**config.mk**
```make
export PLATFORM = sky130hd
export DESIGN_NAME = pattern_sequencer
export DESIGN_NICKNAME = d
export VERILOG_FILES = /design/src/rtl/pattern_sequencer.sv
export SDC_FILE = /design/constraint.sdc
export NUM_CORES = 1
export LEC_CHECK = 0
export CAP_MARGIN = 40
export CORE_UTILIZATION = 35
export DETAILED_ROUTE_END_ITERATION = 10
export HOLD_SLACK_MARGIN = 0.08
export PLACE_DENSITY = 0.56
export RECOVER_POWER = 25
export SLEW_MARGIN = 20
export SYNTH_ARGS = -nofsm -noshare
export SYNTH_HDL_FRONTEND = slang
export SYNTH_SLANG_ARGS = --single-unit
```
**constraint.sdc**
```tcl
create_clock -name i_clk -period 1.5 [get_ports i_clk]
set_input_delay 0.3 -clock i_clk [delete_from_list [all_inputs] [get_ports i_clk]]
set_output_delay 0.3 -clock i_clk [all_outputs]
set_load 0.05 [all_outputs]
```
**src/rtl/pattern_sequencer.sv**
```systemverilog
// -----------------------------------------------------------------------------
// pattern_sequencer
//
// Purpose:
//   Drives the 4-bit pattern select of the VGA test pattern generator.
//   Pattern changes come from next/prev user pulses or from an optional
//   auto-cycle timer counted in frames. A change is only ever applied on a
//   frame boundary (i_frame_strobe), so a pattern never switches mid-frame.
//
// Optional feature:
//   PATTERN_SEQUENCER_BLANK_EN - when defined, every change passes through
//   BLANK_FRAMES whole frames of pattern 0 before the new pattern appears.
//   When undefined, the change is applied directly at the servicing strobe
//   and BLANK_FRAMES is ignored.
//
// Ports:
//   i_clk            in   1  pixel clock
//   i_reset          in   1  synchronous, active-high reset
//   i_frame_strobe   in   1  one-cycle pulse at frame start
//   i_next           in   1  one-cycle pulse: request next pattern
//   i_prev           in   1  one-cycle pulse: request previous pattern
//   i_auto_toggle    in   1  one-cycle pulse: toggle auto-cycle mode
//   o_pattern        out  4  registered pattern select (0 = black)
//   o_auto           out  1  registered auto-mode flag
//   o_change_strobe  out  1  pulses with each new non-zero o_pattern
// -----------------------------------------------------------------------------
module pattern_sequencer #(
    parameter int unsigned NUM_PATTERNS  = 9,   // 3..16, index 0 is black
    parameter int unsigned FIRST_PATTERN = 1,   // lowest selectable, reset value
    parameter int unsigned AUTO_FRAMES   = 120, // frames per pattern in auto mode
    parameter int unsigned BLANK_FRAMES  = 2    // black frames between patterns
) (
    input  logic       i_clk,
    input  logic       i_reset,
    input  logic       i_frame_strobe,
    input  logic       i_next,
    input  logic       i_prev,
    input  logic       i_auto_toggle,
    output logic [3:0] o_pattern,
    output logic       o_auto,
    output logic       o_change_strobe
);

    localparam int unsigned        FW        = $clog2(AUTO_FRAMES + 1);
    localparam logic [FW-1:0]      AUTO_LAST = FW'(AUTO_FRAMES - 1);
    localparam logic [3:0]         FIRST     = 4'(FIRST_PATTERN);
    localparam logic [3:0]         LAST      = 4'(NUM_PATTERNS - 1);

    typedef enum logic {
        DIR_NEXT,
        DIR_PREV
    } dir_e;

    logic          pend_valid;
    dir_e          pend_dir;
    logic [FW-1:0] frame_cnt;

`ifdef PATTERN_SEQUENCER_BLANK_EN
    localparam int unsigned   BW         = $clog2(BLANK_FRAMES + 1);
    localparam logic [BW-1:0] BLANK_LAST = BW'(BLANK_FRAMES - 1);

    typedef enum logic {
        SHOW,
        BLANK
    } state_e;

    state_e        state;
    logic [BW-1:0] blank_cnt;
    logic [3:0]    target_q;   // pattern to show once the blank interval ends
    logic          in_show;

    assign in_show = (state == SHOW);
`else
    logic          in_show;

    // Without blanking the sequencer is permanently in its SHOW behaviour.
    assign in_show = 1'b1;
`endif

    // Exactly one of next/prev is a request; both at once is ignored.
    logic req_one;
    assign req_one = i_next ^ i_prev;

    // Auto expiry preempts any pending manual request on the same strobe.
    logic auto_expire;
    assign auto_expire = o_auto && in_show && i_frame_strobe && (frame_cnt == AUTO_LAST);

    logic service;
    assign service = in_show && i_frame_strobe && (auto_expire || pend_valid);

    dir_e svc_dir;
    assign svc_dir = auto_expire ? DIR_NEXT : pend_dir;

    // Wrap checks compare against the limits before adding, so the 4-bit
    // increment can never overflow even with NUM_PATTERNS = 16.
    logic [3:0] target;
    always_comb begin
        // NOTE: assigning a default first keeps every path driven, so no latch is inferred.
        target = o_pattern;
        if (svc_dir == DIR_NEXT) begin
            target = (o_pattern >= LAST) ? FIRST : o_pattern + 4'd1;
        end else begin
            target = (o_pattern == FIRST) ? LAST : o_pattern - 4'd1;
        end
    end

    always_ff @(posedge i_clk) begin
        if (i_reset) begin
            o_pattern       <= FIRST;
            o_auto          <= 1'b0;
            o_change_strobe <= 1'b0;
            pend_valid      <= 1'b0;
            pend_dir        <= DIR_NEXT;
            frame_cnt       <= '0;
`ifdef PATTERN_SEQUENCER_BLANK_EN
            state           <= SHOW;
            blank_cnt       <= '0;
            target_q        <= FIRST;
`endif
        end else begin
            // NOTE: non-blocking assignments so every register samples the pre-edge values.
            o_change_strobe <= 1'b0;

            // Frame counter: cleared by the toggle, frozen while blanking,
            // restarted whenever a change is serviced in auto mode.
            if (i_auto_toggle) begin
                o_auto    <= ~o_auto;
                frame_cnt <= '0;
            end else if (o_auto && in_show && i_frame_strobe) begin
                frame_cnt <= service ? '0 : frame_cnt + FW'(1);
            end

            // A request arriving in the servicing cycle is kept for the next
            // strobe, so it overrides the clear caused by servicing.
            if (in_show && req_one) begin
                pend_valid <= 1'b1;
                pend_dir   <= i_next ? DIR_NEXT : DIR_PREV;
            end else if (service) begin
                pend_valid <= 1'b0;
            end

`ifdef PATTERN_SEQUENCER_BLANK_EN
            case (state)
                SHOW: begin
                    if (service) begin
                        state     <= BLANK;
                        target_q  <= target;
                        o_pattern <= 4'd0;
                        blank_cnt <= '0;
                    end
                end
                BLANK: begin
                    if (i_frame_strobe) begin
                        if (blank_cnt == BLANK_LAST) begin
                            state           <= SHOW;
                            o_pattern       <= target_q;
                            o_change_strobe <= 1'b1;
                        end else begin
                            blank_cnt <= blank_cnt + BW'(1);
                        end
                    end
                end
                default: state <= SHOW;
            endcase
`else
            if (service) begin
                o_pattern       <= target;
                o_change_strobe <= 1'b1;
            end
`endif
        end
    end

endmodule
```
==> impl_results.md <==
* First-pass GRT wire length at 3030 um
* WS Path Type: reg2reg
* Crit path required time at 1710 ps
* Max-cap violations at 0
* Pins over their slew limit at 0
* Syn_nets at 99
* Syn avg cell area at 9.15 sq um
* Area Growth Syn to Fin at 46.1%
* Clock period minus worst slack at 1450 ps
* Die width at 50.2 um
* Num CTS Buffers at 3
* Critical path buffers and inverters at 0
* RePlAce Congestion at 0.813
* Switching part of the total at 0.298
* Post-synthesis async set-or-reset flop share at 0
* Initial Util at 0.368
* Sequential power share at 0.492
* Sequential area share after synthesis at 0.369
* Diodes inserted at 0
* Net Switching at 0.265 mW
* Die Ht at 50.2 um
* Worst hold path class: reg2reg
* Yosys cell types at 33
* RSZ-0062 raised after global routing: yes
* Gr ovfl total at 0
* Htree depth at 1
* Num rows at 17
* Io pins at 12
* Root Driver: clkbuf_4
* IO buf count at 11
* Non-Filler Instances at 146
* PD cells at 748 nW/um^2
* Global Route Usage Sum at 0.159
* Status: finished, final reports clean
* Endpoint type of the worst setup path: flop
* Slew margin rel. at 0.666
* CTS Buffer Depth at 2
* Die area at 2520 sq um
* Nets@finish at 129
* Final Hold Viols at 0
* Core ar. at 2210 sq um
* Worst setup SP type: flop
* Gate Count Post-Synth at 89
* Primary FF master, synth: dfxtp_1
* TritonCTS clock tree: done
* Critical path, cell by cell: ha_4, nand4_4, o21ai_4, mux2_2, a211oi_2
* Post-DRT Antenna Nets at 0
* Detailed-route via count at 728
* CP peak stage delay at 360 ps
* Largest net degree at the start of global routing at 12
* Mapped Area at 815 sq um
* Setup Slack @ Placement at -323 ps
* Post-synth EDFFs at 0
* Layout Cell Area excl Fill at 1190 sq um
* Post-placement cell area at 1140 sq um
* DP HPWL at 1310 um
* F_max at 0.691 GHz
* Yosys warning total at 0
* Critical Path AT at 1650 ps
* WL met2 at 898 um
* Crit-path max FO at 3
* #FFs+latches synth at 15
* DRT Wirelength at 1840 um
* Clock share of power at 0.258
* Max Clock Skew at 2.79 ps
* Initial antenna violation count at 0
* Skew-Pair Late Insertion Delay at 280 ps
* Final Power at 0.890 mW
* Top delay family on crit path: compound AO/OA/AOI/OAI gates
* Crit share post-route at 0.965
* Placed Cells incl. Taps at 140
* Worst slew pin tran at 500 ps
* DR DRC count at 0
* Pleak at 0.510 nW
* Final setup margin at 52.1 ps
* Clock Sinks at 15
* WL/cell at 12.6 um
* Wl on met1 at 871 um
* # setup viols final at 0
* Vias per inst at 4.99
* Initial DRT Pass Iterations at 4
* Top sig layer: met4
* 1st-iter DRT viols at 10
* Final setup TNS at 0 ps
* CP max stage cell: dfxtp_2
* Clock slew at reported path FFs at 90 ps
* Combinational power share at 0.250
* Int Pwr at 0.625 mW
* Max VDD drop at 324 uV
* Via count of the first global-routing pass at 726
* Met3 WL post-DR at 34 um
* Layout cells sized above 1 at 0.331
[cell usage in the layout, fill, tap and decap left out, types with 2 or more instances in the layout]
cell and count:
xor2_1 4, xnor2_1 4, ha_1 3, dfxtp_4 2
nor2b_1 2, nand3_1 3, clkdlybuf4s50_1 3, nand4_1 2
nor2_1 10, buf_4 17, nand2_1 6, clkbuf_4 3
nand2b_1 6, dfxtp_1 10, dfxtp_2 3, a21oi_1 6
buf_12 5, inv_1 3, a31oi_1 2
[flip-flops by register name, indices dropped and copies added, names as in the netlist]
register,cells
frame_cnt,7
o_auto,1
o_change_strobe,1
pend_dir,1
o_pattern,4
pend_valid,1
[worst register-to-register path: cells and delay by family (launching register included)]
| family | cells | cell delay (ps) |
|---|---|---|
| AO/OA/AOI/OAI | 2 | 370 |
| flip-flops | 1 | 360 |
| multiplexers | 1 | 360 |
| adder cells (fa/ha/maj) | 1 | 150 |
| AND/OR/NAND/NOR | 1 | 120 |
[metrics by stage]
stage	hold slack, ps	utilization
6_report	502	0.538
5_1_grt	538	0.538
4_1_cts	503	0.536
3_5_place_dp	488	0.515
3_3_place_gp	477	0.515
2_1_floorplan	436	-
[power by group through the flow]
| stage | logic [mW] | clock network [mW] | registers [mW] |
|---|---|---|---|
| 2_1_floorplan | 0.0926 | 0 | 0.474 |
| 3_3_place_gp | 0.212 | 0 | 0.449 |
| 3_5_place_dp | 0.215 | 0 | 0.449 |
| 4_1_cts | 0.218 | 0.240 | 0.440 |
| 5_1_grt | 0.239 | 0.263 | 0.441 |
| 6_report | 0.222 | 0.230 | 0.438 |
[kinds of logic after synthesis]
family                   after synthesis  share of synthesized area
AND/OR/NAND/NOR                       36                      0.257
AO/OA/AOI/OAI                         18                      0.171
flip-flops                            15                      0.369
XOR/XNOR                               8                     0.0860
buffers and inverters                  6                     0.0307
adder cells (fa/ha/maj)                4                     0.0614
multiplexers                           2                     0.0261
[synthesized netlist by cell type (2+ instances only)]
cell type / instances / area [sq um]
a211oi_1: 2 / 15.0
a21oi_1: 6 / 30.0
a31oi_1: 2 / 12.5
buf_2: 2 / 10.0
dfxtp_1: 15 / 300
ha_1: 4 / 50.1
inv_1: 3 / 11.3
nand2_1: 6 / 22.5
nand2b_1: 6 / 37.5
nand3_1: 3 / 15.0
nand4_1: 2 / 12.5
nor2_1: 10 / 37.5
nor2b_1: 2 / 12.5
xnor2_1: 4 / 35.0
xor2_1: 4 / 35.0
[worst paths after layout]
path,to,cells past startpoint,slack (ps),start
worst max-delay path,o_pattern[1],5,50,frame_cnt[0]
worst min-delay path,pend_valid,2,500,pend_valid
worst max register to register,o_pattern[1],5,50,frame_cnt[0]
worst min register to register,pend_valid,2,500,pend_valid
[metal layers]
metal  vias to the layer above  track usage
met1                       343        0.190
met2                        11        0.271
met3                         4       0.0182
li1                        370            -
met4                         0       0.0952
met5                         -            0
[cell type report]
cell class	instances	area, sq um
clock buffer	3	22.5
inverter	3	11.3
fill	213	1020
timing repair buffer	28	289
clock inverter	1	5.00
tap	28	35.0
sequential	15	312
multi-input combinational	68	515
[what timing repair did]
action	4_1_cts	5_1_grt
hold buffers	0	0
gates resized for setup	3	1
endpoints found under the hold margin	0	0
setup endpoints to repair	1	3
pin swaps	2	1
setup buffers	1	1
Power figures use the tool's default switching activity.
